### config.mk
export PLATFORM = sky130hd
export DESIGN_NAME = muldiv_unit
export DESIGN_NICKNAME = d
export VERILOG_FILES = /design/src/rtl/muldiv_pkg.sv /design/src/rtl/muldiv_step.sv /design/src/rtl/muldiv_unit.sv
export SDC_FILE = /design/constraint.sdc
export NUM_CORES = 1
export LEC_CHECK = 0
export BUFFER_PORTS_ARGS = -buffer_cell sky130_fd_sc_hd__buf_2
export CORE_MARGIN = 3
export CORE_UTILIZATION = 40
export CTS_BUF_LIST = sky130_fd_sc_hd__clkbuf_16
export DETAILED_ROUTE_END_ITERATION = 16
export MAX_ROUTING_LAYER = met4
export PLACE_DENSITY_LB_ADDON = 0.08
export SYNTH_ARGS = -nofsm -noshare
export SYNTH_HDL_FRONTEND = slang
export SYNTH_SLANG_ARGS = --single-unit
### constraint.sdc
create_clock -name clk -period 3.3 [get_ports clk]
set_clock_uncertainty 0.05 [all_clocks]
set_input_delay 0.495 -clock clk [delete_from_list [all_inputs] [get_ports clk]]
set_output_delay 0.495 -clock clk [all_outputs]
set_load 0.01 [all_outputs]
### src/rtl/muldiv_pkg.sv
// Shared definitions for the iterative multiply/divide unit: operation codes and FSM states.
package muldiv_pkg;

   localparam logic [2:0] OP_NONE  = 3'd0;
   localparam logic [2:0] OP_MULT  = 3'd1;
   localparam logic [2:0] OP_MULTU = 3'd2;
   localparam logic [2:0] OP_DIV   = 3'd3;
   localparam logic [2:0] OP_DIVU  = 3'd4;
   localparam logic [2:0] OP_MTHI  = 3'd5;
   localparam logic [2:0] OP_MTLO  = 3'd6;

   typedef enum logic [1:0] {
      ST_IDLE = 2'd0,
      ST_RUN  = 2'd1,
      ST_FIX  = 2'd2
   } state_e;

endpackage

### src/rtl/muldiv_step.sv
// One iteration on {acc, shreg}: LSB-first shift-add for multiply, restoring
// shift-subtract for divide. opnd is the multiplicand or the divisor magnitude.
module muldiv_step #(
   parameter int WIDTH = 32
) (
   input  logic             is_div,
   input  logic [WIDTH-1:0] acc_i,
   input  logic [WIDTH-1:0] shreg_i,
   input  logic [WIDTH-1:0] opnd_i,
   output logic [WIDTH-1:0] acc_o,
   output logic [WIDTH-1:0] shreg_o
);

   logic [WIDTH:0]   sum;
   logic [WIDTH:0]   shifted;
   logic [WIDTH-1:0] diff;

   always_comb begin
      sum     = {1'b0, acc_i} + {1'b0, opnd_i};
      shifted = {acc_i, shreg_i[WIDTH-1]};
      // The true difference is below the divisor whenever it is used, so WIDTH bits suffice.
      diff    = shifted[WIDTH-1:0] - opnd_i;
      if (is_div) begin
         if (shifted >= {1'b0, opnd_i}) begin
            acc_o   = diff;
            shreg_o = {shreg_i[WIDTH-2:0], 1'b1};
         end else begin
            acc_o   = shifted[WIDTH-1:0];
            shreg_o = {shreg_i[WIDTH-2:0], 1'b0};
         end
      end else if (shreg_i[0]) begin
         {acc_o, shreg_o} = {sum, shreg_i[WIDTH-1:1]};
      end else begin
         {acc_o, shreg_o} = {1'b0, acc_i, shreg_i[WIDTH-1:1]};
      end
   end

endmodule

### src/rtl/muldiv_unit.sv
// Multi-cycle MULT/DIV unit with architectural HI/LO. Works on operand magnitudes for
// WIDTH cycles, then applies sign correction in a single FIX cycle.
module muldiv_unit
   import muldiv_pkg::*;
#(
   parameter int WIDTH = 32
) (
   input  logic             clk,
   input  logic             rst_n,
   input  logic             start,
   input  logic [2:0]       op,
   input  logic [WIDTH-1:0] a,
   input  logic [WIDTH-1:0] b,
   input  logic             flush,
   output logic             busy,
   output logic             done,
   output logic [WIDTH-1:0] hi,
   output logic [WIDTH-1:0] lo
);

   localparam int               CNT_W    = $clog2(WIDTH);
   localparam logic [CNT_W-1:0] CNT_LAST = CNT_W'(WIDTH - 1);

   state_e             state_q, state_d;
   logic [CNT_W-1:0]   cnt_q, cnt_d;
   logic [WIDTH-1:0]   hi_q, hi_d, lo_q, lo_d;
   logic               done_q, done_d;
   logic [WIDTH-1:0]   acc_q, acc_d, shreg_q, shreg_d, opnd_q, opnd_d;
   logic               is_div_q, is_div_d, neg_lo_q, neg_lo_d, neg_hi_q, neg_hi_d;
   logic               b_zero_q, b_zero_d;

   logic [WIDTH-1:0]   step_acc, step_shreg;
   logic               signed_op, a_neg, b_neg;
   logic [WIDTH-1:0]   a_mag, b_mag;
   logic [2*WIDTH-1:0] prod;

   muldiv_step #(.WIDTH(WIDTH)) u_step (
      .is_div  (is_div_q),
      .acc_i   (acc_q),
      .shreg_i (shreg_q),
      .opnd_i  (opnd_q),
      .acc_o   (step_acc),
      .shreg_o (step_shreg)
   );

   always_comb begin
      // NOTE: every variable gets a default first so no path can infer a latch.
      state_d    = state_q;
      cnt_d      = cnt_q;
      hi_d       = hi_q;
      lo_d       = lo_q;
      done_d     = 1'b0;
      acc_d      = acc_q;
      shreg_d    = shreg_q;
      opnd_d     = opnd_q;
      is_div_d   = is_div_q;
      neg_lo_d   = neg_lo_q;
      neg_hi_d   = neg_hi_q;
      b_zero_d   = b_zero_q;

      signed_op  = (op == OP_MULT) || (op == OP_DIV);
      a_neg      = signed_op && a[WIDTH-1];
      b_neg      = signed_op && b[WIDTH-1];
      a_mag      = a_neg ? -a : a;
      b_mag      = b_neg ? -b : b;
      prod       = neg_lo_q ? -{acc_q, shreg_q} : {acc_q, shreg_q};

      case (state_q)
         ST_IDLE: begin
            if (start && !flush) begin
               case (op)
                  OP_MULT, OP_MULTU, OP_DIV, OP_DIVU: begin
                     is_div_d = (op == OP_DIV) || (op == OP_DIVU);
                     acc_d    = '0;
                     cnt_d    = '0;
                     shreg_d  = is_div_d ? a_mag : b_mag;
                     opnd_d   = is_div_d ? b_mag : a_mag;
                     b_zero_d = is_div_d && (b == '0);
                     neg_lo_d = a_neg ^ b_neg;
                     neg_hi_d = is_div_d ? a_neg : (a_neg ^ b_neg);
                     state_d  = ST_RUN;
                  end
                  OP_MTHI: hi_d = a;
                  OP_MTLO: lo_d = a;
                  OP_NONE: ;
                  default: ;
               endcase
            end
         end
         ST_RUN: begin
            acc_d   = step_acc;
            shreg_d = step_shreg;
            cnt_d   = cnt_q + 1'b1;
            if (cnt_q == CNT_LAST) begin
               cnt_d   = '0;
               state_d = ST_FIX;
            end
         end
         ST_FIX: begin
            // A zero divisor leaves |a| in acc, so the dividend-sign fix restores a exactly.
            if (is_div_q) begin
               lo_d = b_zero_q ? '1 : (neg_lo_q ? -shreg_q : shreg_q);
               hi_d = neg_hi_q ? -acc_q : acc_q;
            end else begin
               {hi_d, lo_d} = prod;
            end
            done_d  = 1'b1;
            state_d = ST_IDLE;
         end
         default: state_d = ST_IDLE;
      endcase

      if (flush) begin
         state_d = ST_IDLE;
         cnt_d   = '0;
         hi_d    = hi_q;
         lo_d    = lo_q;
         done_d  = 1'b0;
      end
   end

   always_ff @(posedge clk) begin
      // NOTE: sequential state uses non-blocking assignments so all flops update together.
      if (!rst_n) begin
         state_q <= ST_IDLE;
         cnt_q   <= '0;
         hi_q    <= '0;
         lo_q    <= '0;
         done_q  <= 1'b0;
      end else begin
         state_q <= state_d;
         cnt_q   <= cnt_d;
         hi_q    <= hi_d;
         lo_q    <= lo_d;
         done_q  <= done_d;
      end
   end

   // NOTE: working registers are always loaded on accept before use, so they carry no reset.
   always_ff @(posedge clk) begin
      acc_q    <= acc_d;
      shreg_q  <= shreg_d;
      opnd_q   <= opnd_d;
      is_div_q <= is_div_d;
      neg_lo_q <= neg_lo_d;
      neg_hi_q <= neg_hi_d;
      b_zero_q <= b_zero_d;
   end

   assign busy = (state_q != ST_IDLE);
   assign done = done_q;
   assign hi   = hi_q;
   assign lo   = lo_q;

endmodule

==> results summary, run 1 <==
The worst voltage drop across the vdd grid came out at 372 µV. The number of synthesized register bits is 172. The clock root buffer master is sky130_fd_sc_hd__clkbuf_16. Input and output buffers added on the ports amount to 136. Setup repair after global routing could not meet its margin everywhere. The number of standard cells in the final layout excluding fillers came out at 2688. The share of synthesized area in the top cell type comes to 0.200. The detailed placer's ending HPWL came out at 47.7 mm.

The number of top-level design ports is 137. The critical path class is register to register. In this run, distinct cell masters in the synthesized netlist total 74. The routed via count divided by cell count came out at 5.89. In this run the critical register-to-register path is launched from opnd_q[10]. The total grt overflow came out at 0. The count of endpoints failing setup in the final report came out at 1. The data required time at the worst endpoint is 3520 ps. The type of the most critical hold path is primary input to register. The worst endpoint data arrival time is 3520 ps. The clock sink count came out at 172. Headroom to the max-slew limit came out at 0.348.

The most common cell in the synthesized netlist is sky130_fd_sc_hd__nand2_1. The via count of the first global-routing pass came to 14.8k. The area enclosed by the die boundary is 0.0400 mm². The number of nets with antenna violations after routing came out at 0. The clock passes through at most 2 buffers. The endpoint of the worst-slack reg-to-reg timing path is acc_q[4]. The checks that failed: negative setup slack. The detailed-route via count came out at 15.8k. The initial antenna violation count came out at 1.

The worst hold path begins at a[30]. Dividing the final minimum period by the clock period gives 1.00. The worst setup path is launched from a register.

The number of cells on the worst hold path is 3. The flow ran to the end, but the final reports show violations. Walking the worst path, the cells encountered are inv_1 > ha_4 > o211ai_1 > o21a_2 > nor4b_4 > a21o_1 > a211oi_2 > buf_4 > o21a_4 > buf_12 > or3_4 > a311oi_2. The portion of netlist area occupied by mux cells is 0.0470. Row generation in the floorplan step produced 70 rows. At the end of routability-driven placement, the weighted congestion stood at 0.970. The net count of the finished layout is 2313. The die boundary height is 200 µm. The clock period minus final worst setup slack came out at 3300 ps. The transition at the pin with the smallest max-transition slack is 977 ps.

The buffers plus inverters on the worst setup path came out at 3. Once placement completed, the tool counted placed cells totaling 2636. The layout overhead on the synthesized area came out at 24.4%.

The post-synthesis compound-gate area fraction was 0.251. The wire length of the first global-routing pass came out at 90.4 mm. The clock transition at the registers of the reported paths came out at 70 ps.

The worst setup path is captured at a register. The net count after synthesis came out at 2044. The total clock buffers created by CTS is 17.

Across the run, the number of max-cap violations was 0. For this run, the slowest stage of the critical path takes 420 ps. For hold timing, the worst endpoint is hi[30]. Yosys attributes the largest share of cell area to sky130_fd_sc_hd__edfxtp_1 20%, sky130_fd_sc_hd__dfxtp_1 9.6%, sky130_fd_sc_hd__a21oi_1 7.3%. The Yosys warning count came out at 0. The total routing resource utilization after global routing came out at 0.307.

The standby leakage power came out at 0.00783 µW. The number of filler cells placed in the layout is 3670. The final design instance area without fill came out at 0.0187 mm².

The area of the core came out at 0.0369 mm². The total number of H-tree levels came out at 4. The share of synthesized cell area in full adder, half adder and majority cells came out at 0.0609. The simple-gate portion of the synthesized area is 0.205.

The sum of negative setup slack is -0.427 ps. The synthesized area per cell is 7.92 µm². The wire length reported by the detailed router is 61.0 mm. For this run, the detailed router's first-pass iteration total came to 6. The area of the mapped netlist is 0.0150 mm².

Among all stages on the critical path, the largest delay is contributed by sky130_fd_sc_hd__edfxtp_1. The maximum frequency from static timing analysis came out at 303 MHz. The largest area contributor in the netlist is sky130_fd_sc_hd__edfxtp_1. In the final layout, the share of cells above drive strength 1 is 0.222.

In this design, the largest share of critical-path delay is due to compound AO/OA/AOI/OAI gates. The hold violation total from the final report is 0. The cell count after synthesis is 1901. For this run, the leading register cell type out of synthesis is sky130_fd_sc_hd__edfxtp_1. The setup check on the worst reg-to-reg path leaves a slack of -0.4 ps. The worst path setup slack after routing came out at -0.427 ps. The post-synthesis share of cell area spent on xor and xnor gates came out at 0.0955. The setup slack after placement came out at -233 ps. The maximum number of pins on one net before global-route repair is 67.

The die span in x is 200 µm. The starting density of the core came out at 0.408. The remaining design rule violation count came out at 0. The number of max-slew violations in the final report was 0.

The fraction of registers with async set or reset after synthesis is 0. In the final routed layout, each cell accounts on average for 22.7 µm. For the worst-skew pair, the clock arrives at the later sink with an insertion delay of 460 ps. The number of enable flip-flop cells after synthesis came out at 100. The logic depth of the worst register-to-register path came out at 12. After synthesis, the largest family of logic cells by area is compound AO/OA/AOI/OAI gates. The commonest cells after synthesis are 224 x sky130_fd_sc_hd__nand2_1, 219 x sky130_fd_sc_hd__a21oi_1, 148 x sky130_fd_sc_hd__nor2_1. The first-iteration detailed-routing DRC count is 1487. The placement-stage cell area came out at 0.0176 mm². The worst-path maximum fanout came out at 12. The power per standard cell area came out at 344 mW/mm². The register area share after synthesis came out at 0.295. The TritonCTS clock tree is done.
## what timing repair did
action	CTS	global route
buffers inserted	1	17
gates cloned	0	1
pin swaps	8	30
hold buffers	0	0
setup endpoints to repair	10	33
resized for setup	16	55
## worst register-to-register path, delay by kind of cell (launching register included)
family	cells	cell delay, ps
AO/OA/AOI/OAI	6	1240
adder cells (fa/ha/maj)	1	280
buffers and inverters	3	430
flip-flops	1	420
AND/OR/NAND/NOR	2	700
## power breakdown
part / internal, µW / leakage (µW) / total, µW / switching (µW)
registers: 2380 / 0.00151 / 2460 / 80.1
clock network: 1130 / 0.000298 / 2090 / 955
logic: 762 / 0.00602 / 1890 / 1130
## metal layers
| layer | wire (µm) | global-route usage | up-vias |
|---|---|---|---|
| li1 | - | - | 7529 |
| met1 | 27200 | 0.422 | 7702 |
| met2 | 29000 | 0.494 | 533 |
| met3 | 3750 | 0.0364 | 66 |
| met4 | 1010 | 0.0600 | 0 |
| met5 | 0 | - | - |
## worst max-delay path by stage
stage / start / to / slack [ps] / depth (start not counted)
floorplan: shreg_q[0] / lo[26] / 4 / 12
global placement: acc_q[0] / acc_q[27] / -160 / 13
detailed placement: acc_q[0] / acc_q[27] / -230 / 13
CTS: acc_q[8] / acc_q[4] / 2 / 11
global route: opnd_q[10] / acc_q[4] / -100 / 12
finish: opnd_q[10] / acc_q[4] / -0.4 / 12
## registers in the layout (all words and copies together), names as in the netlist
signal    flops
lo           32
acc_q        32
done          1
cnt_q         5
state_q       2
neg_hi_q      1
opnd_q       32
neg_lo_q      1
is_div_q      1
hi           32
shreg_q      32
b_zero_q      1
## final cells by class
class                           instances  area [µm²]  share of cell area
Tap cell                              504         631              0.0337
Clock buffer                           19         475              0.0254
Antenna cell                            1        2.50            0.000134
Inverter                               70         263              0.0140
Timing Repair Buffer                  358        2460               0.131
Sequential cell                       172        4440               0.237
Multi-Input combinational cell       1551       10300               0.552
Clock inverter                         13         109             0.00582
## per-stage QoR
step           hold slack, ps   util  power, µW
6_report                  316  0.508       6430
5_1_grt                   331  0.507       6710
4_1_cts                   304  0.495       6360
2_1_floorplan             404      -       3540
3_3_place_gp              391  0.477       4270
3_5_place_dp              394  0.477       4270
## layout by cell type (no fill, tap or decap), types with 14 or more instances in the layout
cell type,instances
sky130_fd_sc_hd__nand2_1,224
sky130_fd_sc_hd__a21oi_1,215
sky130_fd_sc_hd__buf_4,213
sky130_fd_sc_hd__nor2_1,144
sky130_fd_sc_hd__buf_2,136
sky130_fd_sc_hd__xnor2_1,111
sky130_fd_sc_hd__edfxtp_1,100
sky130_fd_sc_hd__o21ai_0,99
sky130_fd_sc_hd__dfxtp_1,72
sky130_fd_sc_hd__inv_1,67
sky130_fd_sc_hd__mux2i_1,65
sky130_fd_sc_hd__ha_1,60
sky130_fd_sc_hd__nand3_1,54
sky130_fd_sc_hd__xor2_1,53
sky130_fd_sc_hd__nor3_1,42
sky130_fd_sc_hd__a211oi_1,38
sky130_fd_sc_hd__a21o_1,31
sky130_fd_sc_hd__or3_1,25
sky130_fd_sc_hd__o31ai_1,23
sky130_fd_sc_hd__a31oi_1,21
sky130_fd_sc_hd__o21ai_1,20
sky130_fd_sc_hd__clkbuf_16,20
sky130_fd_sc_hd__nand4_1,18
sky130_fd_sc_hd__nor2b_1,18
sky130_fd_sc_hd__o211ai_1,18
sky130_fd_sc_hd__o221ai_1,15
sky130_fd_sc_hd__and3_1,14
## logic make-up after synthesis
logic type	Yosys count
flops	172
xor+xnor	164
buf+inv	178
fa+ha+maj	72
simple gates	644
compound gates	601
mux	70
(Power assumes the default switching activity.)
==> inputs of run 2 (changes only) <==
--- a/config.mk
+++ b/config.mk
@@ -6,6 +6,7 @@
 export NUM_CORES = 1
 export LEC_CHECK = 0
 export BUFFER_PORTS_ARGS = -buffer_cell sky130_fd_sc_hd__buf_2
+export CORE_ASPECT_RATIO = 0.6
 export CORE_MARGIN = 3
 export CORE_UTILIZATION = 40
 export CTS_BUF_LIST = sky130_fd_sc_hd__clkbuf_16
==> run 2 against run 1 <==
The flow now finishes without violations; sequential power about the same; clock power up 2%; setup slack better by 32 ps; critical endpoint is now acc_q[31]; largest cell class unchanged.
==> results summary, run 2 (synthesized netlist as in run 1, its figures left out) <==
The area enclosed by the die boundary is 0.0401 mm² (+0.19%). The clock latency at the later pin of the worst-skew pair is 470 ps (about the same). TritonCTS built the clock tree. The worst endpoint data arrival time is 3440 ps (-80 ps). The total instance count after detailed placement was 2708 (+2.7%). The final period utilization is 0.991 (-0.00958). The number of standard cells in the final layout excluding fillers came out at 2756 (+2.5%). The remaining design rule violation count came to 0 (unchanged). The power per standard cell area came out at 342 mW/mm² (-0.51%). The number of optimization iterations in the first detailed-route pass came out at 5 (-1). The number of nets with antenna violations after routing came out at 0 (unchanged). The global routing stage identified its most utilized layer as met1. The average wire length per cell after detail routing was 24.2 µm (+6.6%). The endpoint identified for the worst register-to-register timing path is acc_q[31]. The initial antenna violation count is 4 (+3). The via count of the first global-routing pass was 15.2k (+2.5%). The critical path endpoint category is a register.

The clock sink count is 172 (unchanged). The launch point of the worst hold path is a[30]. The total routing resource utilization after global routing came out at 0.332 (+0.0248). The total inserted antenna cells is 0 (-1). The number of port buffers came out at 136 (unchanged). The row count is 54 (-23%). The wire length of the first global-routing pass came out at 97.0 mm (+7.2%). The relative slew slack is 0.306 (-0.0419).

The routed via count divided by cell count is 5.96 (+1.3%). The worst voltage drop across the vdd grid came out at 382 µV (+2.8%). The total clock buffers created by CTS is 17 (unchanged). The clock transition at the registers of the reported paths came to 80 ps (about the same). The register area is 0.00444 mm² (unchanged). The total number of H-tree levels came out at 4 (unchanged). The transition at the pin with the smallest max-transition slack is 1040 ps (+62.7 ps). The detailed-route via count is 16.4k (+3.8%). The area of the core is 0.0367 mm² (-0.50%). The number of top-level design ports is 137 (unchanged). The met2 routing resource usage after global routing came out at 0.441 (-0.0524). The sort of element at the start of the critical path is a register.

The met1 global-route usage is 0.484 (+0.0624). The total grt overflow is 0 (unchanged). The die boundary height came to 156 µm (-22%). The buffer depth of the longest clock path came out at 2 (unchanged). The logic depth of the worst register-to-register path is 13 (+1). The number of max-slew violations in the final report is 0 (unchanged). The number of cells on the worst hold path is 3 (unchanged).

The cell sitting at the root of the clock tree is a sky130_fd_sc_hd__clkbuf_16. The maximum frequency from static timing analysis is 306 MHz (+0.97%). The most common library cell in the layout ignoring fill and taps is sky130_fd_sc_hd__buf_4.

The worst-path maximum fanout came to 3 (-9). The count of endpoints failing setup in the final report was 0 (-1). Setup repair after global routing could not meet its margin everywhere. The number of filler cells placed in the layout is 3516 (-4.2%). The wire length reported by the detailed router is 66.7 mm (+9.3%).

The type of the most critical hold path is primary input to register. The detailed placer's ending HPWL is 53.4 mm (+12%). The worst hold path terminates at hi[30]. The area used by multi-input combinational logic is 0.0105 mm² (+1.4%). The die span in x was 256 µm (+28%). The hold violation total from the final report is 0 (unchanged). The number of max-capacitance violations reported is 0 (unchanged). The number of hold-repair buffers added at the cts stage came out at 0 (unchanged). The net count of the finished layout came out at 2382 (+3.0%).

The standby leakage power came out at 0.00820 µW (+4.7%). Leaving out fill and tap cells, the most frequent cells in the layout are 279 x sky130_fd_sc_hd__buf_4, 222 x sky130_fd_sc_hd__nand2_1, 207 x sky130_fd_sc_hd__a21oi_1. The first-iteration detailed-routing DRC count came out at 1972 (+33%). The setup slack of the most critical reg-to-reg path came out at 30 ps (+30 ps). The global routing met3 resource utilization is 0.109 (+0.0721). The flow ran to the end, and the final reports show no timing, DRC or antenna violations.

The fraction of layout instances using a drive strength above 1 is 0.257 (+0.0354). The data required time at the worst endpoint is 3470 ps (-50 ps). The routability congestion estimate is 1.03 (+5.8%).

The clock period minus final worst setup slack is 3270 ps (-31.6 ps). The starting density of the core came out at 0.410 (+0.00206). The maximum number of pins on one net before global-route repair is 67 (unchanged). The startpoint identified for the worst register-to-register timing path is acc_q[0]. The sum of negative setup slack came to 0 ps (+0.427 ps). The layout overhead on the synthesized area is 28.8%.

By startpoint and endpoint, the worst setup path is classified as register to register.
==> run 2: changes by cell type in the layout (fill, tap and decap cells not counted), moves of 4 or more <==
| cell | delta |
|---|---|
| sky130_fd_sc_hd__a211oi_1 | -4 |
| sky130_fd_sc_hd__a211oi_2 | +5 |
| sky130_fd_sc_hd__a21oi_1 | -8 |
| sky130_fd_sc_hd__a21oi_2 | +6 |
| sky130_fd_sc_hd__buf_4 | +66 |
| sky130_fd_sc_hd__buf_6 | +5 |
| sky130_fd_sc_hd__clkinv_4 | +4 |
| sky130_fd_sc_hd__inv_8 | +6 |
| sky130_fd_sc_hd__o21ai_0 | -5 |
| sky130_fd_sc_hd__o21ai_1 | +4 |
==> run 2: worst max-delay path by stage <==
stage                from           to  slack [ps]
6_report         acc_q[0]    acc_q[31]          30
5_1_grt        shreg_q[8]       lo[26]         -70
4_1_cts        shreg_q[0]       hi[18]           7
3_5_place_dp        a[10]  shreg_q[22]        -690
3_3_place_gp         a[7]  shreg_q[22]        -730
2_1_floorplan  shreg_q[0]       lo[26]           4
==> run 2: cell type report <==
cell class | instances | area share
Clock buffer | 18 | 0.0232
Clock inverter | 14 | 0.00762
Inverter | 70 | 0.0136
Multi-Input combinational cell | 1551 | 0.541
Sequential cell | 172 | 0.229
Tap cell | 504 | 0.0325
Timing Repair Buffer | 427 | 0.153
==> run 2: where the power goes <==
group / switching (µW) / internal [µW]
clock network: 1080 / 1060
logic: 1210 / 831
registers: 72.9 / 2370
==> run 2: critical path: stages (launching register included) <==
cell and delay [ps]:
sky130_fd_sc_hd__edfxtp_1 470, sky130_fd_sc_hd__ha_4 220, sky130_fd_sc_hd__fa_2 380, sky130_fd_sc_hd__a211oi_4 250
sky130_fd_sc_hd__nor2_2 80, sky130_fd_sc_hd__o31ai_2 190, sky130_fd_sc_hd__buf_4 190, sky130_fd_sc_hd__a21oi_4 80
sky130_fd_sc_hd__o31ai_2 180, sky130_fd_sc_hd__buf_4 180, sky130_fd_sc_hd__o21bai_4 70, sky130_fd_sc_hd__a211oi_2 300
sky130_fd_sc_hd__o21bai_1 150, sky130_fd_sc_hd__a31o_2 220
==> run 2: what timing repair did <==
item | CTS | global route
gates cloned | 0 | 0
resized for setup | 25 | 84
endpoints found under the setup margin | 35 | 50
pin swaps | 7 | 38
buffers inserted | 3 | 13
==> run 2: layer usage <==
layer | up-vias | share of wire
met2 | 774 | 0.39
met3 | 65 | 0.12
met5 | - | 0
li1 | 7675 | -
met1 | 7925 | 0.47
met4 | 0 | 0.017
==> run 2: metrics by stage <==
stage	power (µW)	cell area (µm²)	setup WS [ps]	hold WS, ps	util
floorplan	3540	15100	3.92	404	-
global placement	4380	18100	-734	389	0.494
detailed placement	4380	18100	-687	392	0.494
CTS	6510	18900	7.27	325	0.514
global route	6870	19400	-72.2	342	0.528
finish	6620	19400	31.2	353	0.528
